[config.mk]
export PLATFORM = sky130hd
export DESIGN_NAME = io_ready_gen
export DESIGN_NICKNAME = d
export VERILOG_FILES = /design/src/rtl/io_ready_gen_pkg.sv /design/src/rtl/io_port_slot.sv /design/src/rtl/io_ready_gen.sv
export SDC_FILE = /design/constraint.sdc
export NUM_CORES = 1
export LEC_CHECK = 0
export CAP_MARGIN = 20
export CORE_MARGIN = 3
export CORE_UTILIZATION = 44
export CTS_BUF_LIST = sky130_fd_sc_hd__clkbuf_8 sky130_fd_sc_hd__clkbuf_16
export CTS_CLUSTER_DIAMETER = 200
export DETAILED_ROUTE_END_ITERATION = 12
export PLACE_DENSITY = 0.89
export SLEW_MARGIN = 20
export SYNTH_ARGS = -nofsm -noshare
export SYNTH_HDL_FRONTEND = slang
export SYNTH_HIERARCHICAL = 1
export SYNTH_SLANG_ARGS = --single-unit
export TNS_END_PERCENT = 30
[constraint.sdc]
create_clock -name clock -period 2.15 [get_ports clock]
set_input_delay 0.215 -clock clock [delete_from_list [all_inputs] [get_ports clock]]
set_output_delay 0.215 -clock clock [all_outputs]
set_load 0.05 [all_outputs]
[src/rtl/io_ready_gen_pkg.sv]
// rtl/io_ready_gen_pkg.sv - shared widths and bus-slicing helpers for io_ready_gen
package io_ready_gen_pkg;

   localparam int STALL_COUNT_WIDTH = 32;

   // Minimum index width able to address count ports
   function automatic int port_idx_width(input int count);
      return (count <= 1) ? 1 : $clog2(count);
   endfunction

   // Port p of a flattened data bus lives at [word_lsb(p, w) +: w]
   function automatic int word_lsb(input int port, input int width);
      return port * width;
   endfunction

endpackage

[src/rtl/io_port_slot.sv]
// rtl/io_port_slot.sv - one I/O port: input buffer/flag and output buffer/flag with external handshakes
module io_port_slot
#(
   parameter int WORD_WIDTH = 36
)
(
   input  logic                  clock,
   input  logic                  reset_n,
   input  logic                  ext_in_wren,
   input  logic [WORD_WIDTH-1:0] ext_in_data,
   input  logic                  ext_out_ack,
   input  logic                  rd_commit,
   input  logic                  wr_commit,
   input  logic [WORD_WIDTH-1:0] wr_data,
   output logic                  in_full,
   output logic [WORD_WIDTH-1:0] in_buf,
   output logic                  out_full,
   output logic [WORD_WIDTH-1:0] out_buf
);

   // Input side: thread read drains the slot; producer fills it only while empty
   always_ff @(posedge clock or negedge reset_n) begin
      if (!reset_n) begin
         in_full <= 1'b0;
         in_buf  <= '0;
      end else if (rd_commit) begin
         in_full <= 1'b0;
      end else if (ext_in_wren && !in_full) begin
         in_full <= 1'b1;
         in_buf  <= ext_in_data;
      end
   end

   // Output side: thread write fills the slot only while empty; consumer ack drains it
   always_ff @(posedge clock or negedge reset_n) begin
      if (!reset_n) begin
         out_full <= 1'b0;
         out_buf  <= '0;
      end else if (wr_commit) begin
         out_full <= 1'b1;
         out_buf  <= wr_data;
      end else if (ext_out_ack && out_full) begin
         out_full <= 1'b0;
      end
   end

endmodule

[src/rtl/io_ready_gen.sv]
// rtl/io_ready_gen.sv - per-port I/O handshake stage producing IO_ready; optional IO_READY_GEN_STALL_COUNT_EN adds stall_count
module io_ready_gen
   import io_ready_gen_pkg::*;
#(
   parameter int WORD_WIDTH      = 36,
   parameter int PORT_COUNT      = 4,
   parameter int PORT_ADDR_WIDTH = 2
)
(
   input  logic                             clock,
   input  logic                             reset_n,
   input  logic                             rd_en,
   input  logic [PORT_ADDR_WIDTH-1:0]       rd_port,
   input  logic                             wr_en,
   input  logic [PORT_ADDR_WIDTH-1:0]       wr_port,
   input  logic [WORD_WIDTH-1:0]            wr_data,
   output logic                             io_ready,
   output logic [WORD_WIDTH-1:0]            rd_data,
   input  logic [PORT_COUNT-1:0]            ext_in_wren,
   input  logic [PORT_COUNT*WORD_WIDTH-1:0] ext_in_data,
   output logic [PORT_COUNT-1:0]            ext_in_ready,
   output logic [PORT_COUNT-1:0]            ext_out_valid,
   output logic [PORT_COUNT*WORD_WIDTH-1:0] ext_out_data,
   input  logic [PORT_COUNT-1:0]            ext_out_ack
`ifdef IO_READY_GEN_STALL_COUNT_EN
   ,
   output logic [STALL_COUNT_WIDTH-1:0]     stall_count
`endif
);

   // Every encodable index gets an entry; indices without a real port read as not ready
   localparam int IDX_COUNT = 1 << PORT_ADDR_WIDTH;

   logic [PORT_COUNT-1:0] in_full;
   logic [PORT_COUNT-1:0] out_full;
   logic [WORD_WIDTH-1:0] in_buf [PORT_COUNT];
   logic [IDX_COUNT-1:0]  in_avail_idx;
   logic [IDX_COUNT-1:0]  out_free_idx;
   logic [WORD_WIDTH-1:0] in_buf_idx [IDX_COUNT];
   logic                  rd_ok;
   logic                  wr_ok;
   logic                  ready;

   assign ext_in_ready  = ~in_full;
   assign ext_out_valid = out_full;

   for (genvar g = 0; g < IDX_COUNT; g++) begin : g_idx
      if (g < PORT_COUNT) begin : g_real
         assign in_avail_idx[g] = in_full[g];
         assign out_free_idx[g] = ~out_full[g];
         assign in_buf_idx[g]   = in_buf[g];
      end else begin : g_pad
         assign in_avail_idx[g] = 1'b0;
         assign out_free_idx[g] = 1'b0;
         assign in_buf_idx[g]   = '0;
      end
   end

   // Both accesses must be able to complete on pre-edge flags, or neither commits
   assign rd_ok = !rd_en || in_avail_idx[rd_port];
   assign wr_ok = !wr_en || out_free_idx[wr_port];
   assign ready = rd_ok && wr_ok;

   for (genvar p = 0; p < PORT_COUNT; p++) begin : g_slot
      io_port_slot #(
         .WORD_WIDTH (WORD_WIDTH)
      ) u_slot (
         .clock       (clock),
         .reset_n     (reset_n),
         .ext_in_wren (ext_in_wren[p]),
         .ext_in_data (ext_in_data[word_lsb(p, WORD_WIDTH) +: WORD_WIDTH]),
         .ext_out_ack (ext_out_ack[p]),
         .rd_commit   (ready && rd_en && (rd_port == PORT_ADDR_WIDTH'(p))),
         .wr_commit   (ready && wr_en && (wr_port == PORT_ADDR_WIDTH'(p))),
         .wr_data     (wr_data),
         .in_full     (in_full[p]),
         .in_buf      (in_buf[p]),
         .out_full    (out_full[p]),
         .out_buf     (ext_out_data[word_lsb(p, WORD_WIDTH) +: WORD_WIDTH])
      );
   end

   // Register the ready term for the Controller and capture read data on commit
   always_ff @(posedge clock or negedge reset_n) begin
      if (!reset_n) begin
         io_ready <= 1'b1;
         rd_data  <= '0;
      end else begin
         io_ready <= ready;
         if (ready && rd_en) begin
            rd_data <= in_buf_idx[rd_port];
         end
      end
   end

`ifdef IO_READY_GEN_STALL_COUNT_EN
   // Count cycles registered as stalls, holding at all-ones
   always_ff @(posedge clock or negedge reset_n) begin
      if (!reset_n) begin
         stall_count <= '0;
      end else if (!ready && (stall_count != '1)) begin
         stall_count <= stall_count + 1'b1;
      end
   end
`endif

endmodule

**Word-level counts from Yosys, hierarchy flattened**

Index checks and enable logic that the tools add are counted.
Widths: inputs -> output; s select.

- Output and inout port bits: 189
- Logic and storage cells: 101
- Flip-flop bits (word level): 333
- Bits in writable memories: 0
- Bits of input ports: 196
- Memories: 0
- ROM bits: 0
- Bits in latches: 0

- Shift operators: 0
- Reductions and logical operators: 41
- Multiply operators: 0
- Bitwise operators: 10
- Add/subtract/negate cells: 0
- Order comparisons: 3
- Muxes and demuxes: 23
- Eq/ne operators: 6
- Divide/modulo/power cells: 0

Operator list:

| cell | count |
|---|---|
| $bmux 36 s2 | 1 |
| $mux 36 | 2 |
| $logic_and 1x1->1 | 19 |
| $mux 1 | 18 |
| $reduce_bool 2->1 | 8 |
| $eq 2x2->1 const B | 4 |
| $not 1->1 | 8 |
| $reduce_and 2->1 | 4 |
| $logic_not 1->1 | 6 |
| $lt 2x3->1 const B | 2 |
| $bmux 1 s2 | 2 |
| $eq 2x1->1 const B | 2 |
| $logic_not 2->1 | 2 |
| $not 4->4 | 1 |
| $ge 3x3->1 const B | 1 |
| $not 2->3 | 1 |
| $logic_or 1x1->1 | 2 |

**Depth between registers and ports, before layout**

Gate-level depths: netlist of run 1.

- Depth after elaboration: 9
- Depth in mapped cells: 10

**Modules after synthesis**

Netlist of run 1, hierarchy kept.

By module, submodules not included:

| module | area each (sq um) | instances | cells an instance |
|---|---|---|---|
| io_port_slot | 2,905.3 | 4 | 159 |
| io_ready_gen | 2,473.6 | 1 | 152 |

**Least setup slack after synthesis of run 1**

OpenSTA, ideal clock, no wires.

- Kind: flip-flop to flip-flop
- From: reg g_slot[2].u_slot.out_full
- To: reg g_slot[0].u_slot.in_buf[0]
- Data required time: 2.025 ns
- Buffers on the path: 3
- Period minus slack after synthesis: 2.290 ns
- Data arrival time: 2.165 ns
- Cell stages (with the launch flop): 10
- Path slack: -0.140 ns
- Cells stage by stage: dfrtp_1 -> mux2i_1 -> o22ai_1 -> a21o_2 -> buf_4 -> nor3_1 -> nor3b_2 -> buf_6 -> buf_12 -> mux2_4

- Word-level cells in the longest chain between the ends: 9

Ends and longest elaborated chain:

| what | RTL line | source |
|---|---|---|
| start: declaration | io_port_slot.sv:17 | `output logic out_full,` |
| start signal: assignment | io_port_slot.sv:37 | `out_full <= 1'b0;` |
| start signal: assignment | io_port_slot.sv:40 | `out_full <= 1'b1;` |
| start signal: assignment | io_port_slot.sv:43 | `out_full <= 1'b0;` |
| $not 1->1 | io_ready_gen.sv:50 | `assign out_free_idx[g] = ~out_full[g];` |
| $bmux 1 s2 | io_ready_gen.sv:61 | `assign wr_ok = !wr_en \|\| out_free_idx[wr_port];` |
| $mux 1 (implied by the code) | io_ready_gen.sv:61 |  |
| $logic_or 1x1->1 | io_ready_gen.sv:61 |  |
| $logic_and 1x1->1 | io_ready_gen.sv:62 | `assign ready = rd_ok && wr_ok;` |
| $logic_and 1x1->1 (2 in series) | io_ready_gen.sv:73 | `.rd_commit (ready && rd_en && (rd_port == PORT_ADDR_WIDTH'(p))),` |
| $not 1->1 (no line) | - |  |
| $reduce_and 2->1 (no line) | - |  |
| end signal: assignment | io_port_slot.sv:30 | `in_buf <= ext_in_data;` |
| end: declaration | io_port_slot.sv:16 | `output logic [WORD_WIDTH-1:0] in_buf,` |

No other way between the ends. The select of a mux whose other input is x is not followed.
A chain may end at the register's enable or synchronous reset.

**Worst setup path in the final report of run 1**

- From: reg g_slot[1].u_slot.in_full
- To: reg g_slot[2].u_slot.in_buf[26]

- Word-level cells in the longest chain between the ends: 8

Ends and longest elaborated chain:

| what | RTL line | source |
|---|---|---|
| start: declaration | io_port_slot.sv:15 | `output logic in_full,` |
| start signal: assignment | io_port_slot.sv:24 | `in_full <= 1'b0;` |
| start signal: assignment | io_port_slot.sv:27 | `in_full <= 1'b0;` |
| start signal: assignment | io_port_slot.sv:29 | `in_full <= 1'b1;` |
| $bmux 1 s2 | io_ready_gen.sv:60 | `assign rd_ok = !rd_en \|\| in_avail_idx[rd_port];` |
| $mux 1 (implied by the code) | io_ready_gen.sv:60 |  |
| $logic_or 1x1->1 | io_ready_gen.sv:60 |  |
| $logic_and 1x1->1 | io_ready_gen.sv:62 |  |
| $logic_and 1x1->1 (2 in series) | io_ready_gen.sv:73 |  |
| $not 1->1 (no line) | - |  |
| $reduce_and 2->1 (no line) | - |  |
| end signal: assignment | io_port_slot.sv:30 |  |
| end: declaration | io_port_slot.sv:16 |  |

No other way between the ends. The select of a mux whose other input is x is not followed.

==> metrics.yaml, run 1 <==
grt_pass1_vias: 9676
viasPerCell: 5.28
syn_nets: 984
dr.pass1.iters: 4
cts.sinks: 333
clkSlewWorstSetupHoldPaths_ns: 0.06
worst_setup_path_end_kind: "register"
hold_end: "g_slot[0].u_slot/in_full"
synth_area_um2: 14100
skew_ns: 0.0124
r2r-end: "g_slot[2].u_slot/in_buf[26]"
start_util_pct: 45.4
slew_headroom_pct: 60.0
fin_nets: 1444
hpwl_um: 27600
design_area_um2: 20400
critPathBufInv: 3
ys_types: 27
numCtsBuffers: 36
rows: 64
fin_cells: 1671
rsz0062_at_grt: "true"
yosysTopAreaCell: "dfrtp_1"
place_inst: 1579
area_growth_pct: 44.4
finalHoldViolations: 0
drive_gt1_share_pct: 38.9
die_w_um: 185
cp-start-kind: "register"
drt_iter0_drc: 380
path_cells: "mux2_4, nand3_2, a21o_4, nor3_2, buf_4, nor3b_4, buf_4, clkbuf_16, mux2_4"
clock_path_buffers: 3
worst-r2r-setup-slack_ns: -0.004
yosys-top-cells-area: "dfrtp_1 59%, mux2_2 14%, mux2_4 13%"
total_power_mw: 26.3
max_slew.worst_pin.slew_ns: 0.598
grt_max_degree: 67
ys_seq_area_share_pct: 59.1
reg2regPathDepth: 9
fin_crit_sh_pct: 100
critPathMaxFanout: 7
ys_async_sr_fraction_pct: 100
synth_top_area_share_pct: 58.9
synthCells: 788
synth_seq_cells: 333
fin_hold_ws_ns: 0.218
final_core_util_pct: 65.5
place_area_um2: 18600
pre_cts_ws_ns: -0.430
min_from: "rd_port[1]"
routabilityCongestion: 0.816
holdPathStages: 4
synth_warnings: 6
r2r_start: "g_slot[1].u_slot/in_full"
cp.arrival_ns: 2.54
cp_top_family: "multiplexers"
slew_viol_final: 0
core_area_um2: 31100
ant_nets: 0
synth_edf_count: 0
synth.top_cells.by_count: "332 x dfrtp_1, 179 x mux2_2, 120 x mux2_4, 33 x mux4_2, 27 x mux2_1"
antenna_found_initial: 4
syn_avg_cell_area_um2: 17.9
layout_setup_ws_ns: -0.00367
critical_path_class: "reg -> reg"
vias: 8823
status: "finished, violations left"
grt_overflow_total: 0
die_h_um: 185
synth-main-ff-cell: "dfrtp_1"
routed_wl_um: 40700
die-area_um2: 34200
fmaxAchievable_mhz: 464
ctsRootBufferMaster: "clkbuf_16"
power_density_nw_per_um2: 1290
cap_viol_max_count: 0
tritoncts: "yes"
port-buffer-count: 384
wl_per_cell_um: 24.4
crit_required_ns: 2.54
setup_viol: 6
pin_count: 385
vdd_drop_max_v: 0.000815
grt_pass1_wl_um: 57900
power.leakage_nw: 8.72
critPathMaxStageDelay_ns: 0.40
hold_path_class: "in -> reg"
min_period_ns: 2.15
violations: "setup timing"
tns_ns: -0.00974
drc: 0
cp_slowest_cell: "dfrtp_1"
grtUsageTotal_pct: 22.0
clock_latency_ns: 0.51
cts_max_level: 2
synth.most_common_cell: "dfrtp_1"
-- power by group --
group	switching [mW]	total, mW	internal, mW
sequential	1.35	9.73	8.37
combinational	5.73	10.5	4.74
clock	2.46	6.07	3.60
total	9.55	26.3	16.7
-- cell families (layout without fill, tap and decap cells) --
group / Yosys count / count (layout) / synth area share (%)
AO/OA/AOI/OAI: 6 / 6 / 0.320
buffers and inverters: 56 / 541 / 3.94
AND/OR/NAND/NOR: 28 / 28 / 1.21
other: 0 / 2 / 0
multiplexers: 365 / 365 / 35.4
flip-flops: 333 / 333 / 59.1
-- flip-flops by register name, summed over array words and instances, names as in the netlist --
| signal | count |
|---|---|
| g_slot.u_slot/in_buf | 144 |
| g_slot.u_slot/in_full | 4 |
| g_slot.u_slot/out_buf | 144 |
| g_slot.u_slot/out_full | 4 |
| io_ready | 1 |
| rd_data | 36 |
-- worst max path at each step --
stage | cells after the start | end | startpoint | slack, ns
global placement | 10 | g_slot[0].u_slot/in_buf[28] | wr_port[1] | -0.36
detailed placement | 10 | g_slot[2].u_slot/in_buf[31] | wr_port[1] | -0.43
global route | 9 | g_slot[0].u_slot/in_buf[8] | g_slot[0].u_slot/out_full | -0.1
floorplan | 9 | g_slot[0].u_slot/in_buf[0] | g_slot[2].u_slot/out_full | -0.006
finish | 9 | g_slot[2].u_slot/in_buf[26] | g_slot[1].u_slot/in_full | -0.004
CTS | 10 | g_slot[0].u_slot/in_buf[27] | g_slot[0].u_slot/out_full | -0.05
-- layout make-up --
class,instances,area (µm²)
clock buffer,44,1020
multi-input combinational,399,5360
sequential,333,8340
inverter,10,37.5
clock inverter,19,143
tap,396,495
timing repair buffer,468,4950
antenna,2,5.00
fill,2018,10700
-- worst reg2reg max path, stage by stage (launching register included) --
cell	delay (ns)
dfrtp_1	0.40
mux2_4	0.28
nand3_2	0.08
a21o_4	0.17
nor3_2	0.04
buf_4	0.14
nor3b_4	0.26
buf_4	0.19
clkbuf_16	0.17
mux2_4	0.30
-- repair_timing --
action                                  CTS  global route
gates cloned                              2            12
hold buffers                              1             0
endpoints found under the setup margin  148           261
gates resized for setup                  15            27
endpoints found under the hold margin    55             0
setup buffers                             4            14
pin swaps                                 3             8
-- placed cells by master, fill, tap and decap left out, types with 7 or more instances in the layout --
master | netlist | final
mux2_2 | 179 | 174
nor2_1 | 9 | 9
mux2_4 | 120 | 127
inv_1 | 10 | 21
clkdlybuf4s50_1 | 0 | 377
buf_6 | 7 | 8
mux2_1 | 27 | 25
buf_12 | 14 | 19
buf_4 | 15 | 43
dfrtp_1 | 332 | 328
clkbuf_8 | 0 | 7
mux4_2 | 33 | 33
clkbuf_16 | 0 | 48
-- metal layers --
metal | global-route usage, % | wire, µm
met5 | 0 | 34
met3 | 5.66 | 3290
met1 | 27.9 | 15900
met4 | 6.24 | 1080
met2 | 37.6 | 20400
Power figures use the tool's default switching activity.
==> inputs of run 2 (changes only) <==
--- a/config.mk
+++ b/config.mk
@@ -6,7 +6,7 @@
 export NUM_CORES = 1
 export LEC_CHECK = 0
 export CAP_MARGIN = 20
-export CORE_MARGIN = 3
+export CORE_MARGIN = 2
 export CORE_UTILIZATION = 44
 export CTS_BUF_LIST = sky130_fd_sc_hd__clkbuf_8 sky130_fd_sc_hd__clkbuf_16
 export CTS_CLUSTER_DIAMETER = 200
==> run 2 against run 1 <==
Wire length fell by 6.2%; cell count is 0.90% lower; power hardly changed; worst setup slack got worse by 0.012 ns; global-route usage is 0.92 points higher; the run still ends with setup timing left; largest power group unchanged; sequential share of layout area up 0.64 points; count of clock-buffer cells in the layout shrank 1; hold slack gained 0.019 ns.
==> metrics.yaml, run 2 (synthesis gave the netlist of run 1 again) <==
critical_path_class: "reg -> reg"
drc: 0  # unchanged
ant_nets: 0  # unchanged
final_core_util_pct: 63.5  # -2.0 points
vias: 8655  # -1.9%
rows: 65  # +1.6%
dr.pass1.iters: 4  # unchanged
crit_required_ns: 2.54  # about the same
grt_overflow_total: 0  # unchanged
min_period_ns: 2.17  # +0.0117 ns
fmaxAchievable_mhz: 462  # -0.54%
drt_iter0_drc: 443  # +17%
die-area_um2: 33500  # -2.2%
area_growth_pct: 42.2
reg_top3: "g_slot.u_slot/in_buf x144, g_slot.u_slot/out_buf x144, rd_data x36"
slew_viol_final: 0  # unchanged
critPathMaxFanout: 6  # -1
layout_setup_ws_ns: -0.0154  # -0.0117 ns
setup_viol: 8  # +2
die_h_um: 183  # -1.1%
rsz0062_at_grt: "true"
cts.sinks: 333  # unchanged
cts_max_level: 2  # unchanged
fin_cells: 1656  # -0.90%
viasPerCell: 5.23  # -1.0%
clock_path_buffers: 3  # unchanged
grtUsageTotal_pct: 22.9  # +0.92 points
grt_pass1_wl_um: 58400  # +0.97%
pre_cts_ws_ns: -0.677  # -0.247 ns
ctsRootBufferMaster: "clkbuf_16"
vdd_drop_max_v: 0.000871  # +6.9%
worst_setup_path_end_kind: "register"
clkSlewWorstSetupHoldPaths_ns: 0.06  # about the same
die_w_um: 183  # -1.1%
fin_hold_ws_ns: 0.237  # +0.0187 ns
numCtsBuffers: 36  # unchanged
cap_viol_max_count: 0  # unchanged
hold_path_class: "in -> async"
place_inst: 1580  # +0.063%
routabilityCongestion: 0.830  # +1.7%
finalHoldViolations: 0  # unchanged
start_util_pct: 44.7  # -0.70 points
drive_gt1_share_pct: 37.9  # -0.96 points
grt_max_degree: 66  # -1.5%
hpwl_um: 26500  # -4.0%
skew_ns: 0.0225  # +0.0101 ns
core_area_um2: 31600  # +1.6%
fin_crit_sh_pct: 101  # +0.54 points
fin_nets: 1422  # -1.5%
power.leakage_nw: 8.56  # -1.9%
wl_per_cell_um: 23.1  # -5.4%
pin_count: 385  # unchanged
status: "finished, violations left"
violations: "setup timing"
max_slew.worst_pin.slew_ns: 0.608  # +0.00978 ns
routed_wl_um: 38200  # -6.2%
n_fill_cell: 2193  # +8.7%
cp-start-kind: "register"
cp.arrival_ns: 2.56  # +0.02 ns
mostFrequentLayoutCell: "clkdlybuf4s50_1"
slew_headroom_pct: 59.3  # -0.65 points
final_cell_mix: "377 x clkdlybuf4s50_1, 328 x dfrtp_1, 173 x mux2_2, 128 x mux2_4, 39 x clkbuf_16"
tritoncts: "yes"
power_density_nw_per_um2: 1310  # +1.5%
port-buffer-count: 384  # unchanged
grt_pass1_vias: 9683  # +0.072%
antenna_found_initial: 5  # +1
clock_latency_ns: 0.52  # about the same
[run 2: cell count changes in the layout (fill, tap and decap cells not counted), moves of 3 or more]
cell / before / now
inv_1: 21 / 17
buf_6: 8 / 4
clkinv_2: 3 / 6
nor3_2: 4 / 1
buf_4: 43 / 34
clkbuf_16: 48 / 39
[run 2: metrics by stage]
stage	total power, mW	cell area (µm²)	setup TNS (ns)
3_5_place_dp	20.0	18600	-100.71
6_report	26.2	20000	-0.0558
5_1_grt	27.3	20000	-3.75
2_1_floorplan	16.2	14100	-0.695
3_3_place_gp	19.6	18600	-86.48
4_1_cts	26.4	19900	-0.0341
[run 2: where the power goes]
part | internal (mW) | total (mW) | switching (mW)
Clock | 3.69 | 6.15 | 2.46
Sequential | 8.37 | 9.72 | 1.34
Combinational | 4.69 | 10.4 | 5.68
[run 2: repair_timing]
item	in CTS	in global routing
hold buffers	1	0
buffers inserted	4	3
hold endpoints to repair	45	0
gates cloned	2	2
pin swaps	0	2
gates resized for setup	23	13
setup endpoints to repair	203	162
[run 2: worst max-delay path: stages, from the launching register on]
cell and delay, ns:
dfrtp_1 0.40, mux2_4 0.28, nand3_2 0.08, a21o_4 0.14
nor3_1 0.05, buf_4 0.16, nor3b_4 0.25, buf_6 0.20
clkbuf_16 0.17, mux2_4 0.30
[run 2: final timing paths]
path | start | end | slack [ns] | depth (start not counted)
max in group asynchronous | reset_n | rd_data[34] | 1.14 | 3
min in group clock | rd_port[0] | io_ready | 0.26 | 4
worst max-delay path | g_slot[1].u_slot/in_full | g_slot[0].u_slot/in_buf[20] | -0.02 | 9
worst min-delay path | reset_n | g_slot[0].u_slot/out_buf[20] | 0.24 | 2
worst max register to register | g_slot[1].u_slot/in_full | g_slot[0].u_slot/in_buf[20] | -0.02 | 9
worst min register to register | rd_data[21] | rd_data[21] | 0.49 | 1
[run 2: layout make-up]
type                    instances  area [µm²]  area share (%)
diodes                          4        10.0          0.0500
clock buffers                  43        1010            5.03
clock inverters                19         173           0.862
inverters                      10        37.5           0.187
multi-input cells             399        5350            26.7
flip-flops and latches        333        8340            41.6
well taps                     402         503            2.51
repair buffers                446        4620            23.1
[run 2: layer usage]
layer	track usage, %	wire [µm]
met1	29.0	15400
met2	39.0	19100
met5	0	11
met3	5.78	2790
met4	6.85	894
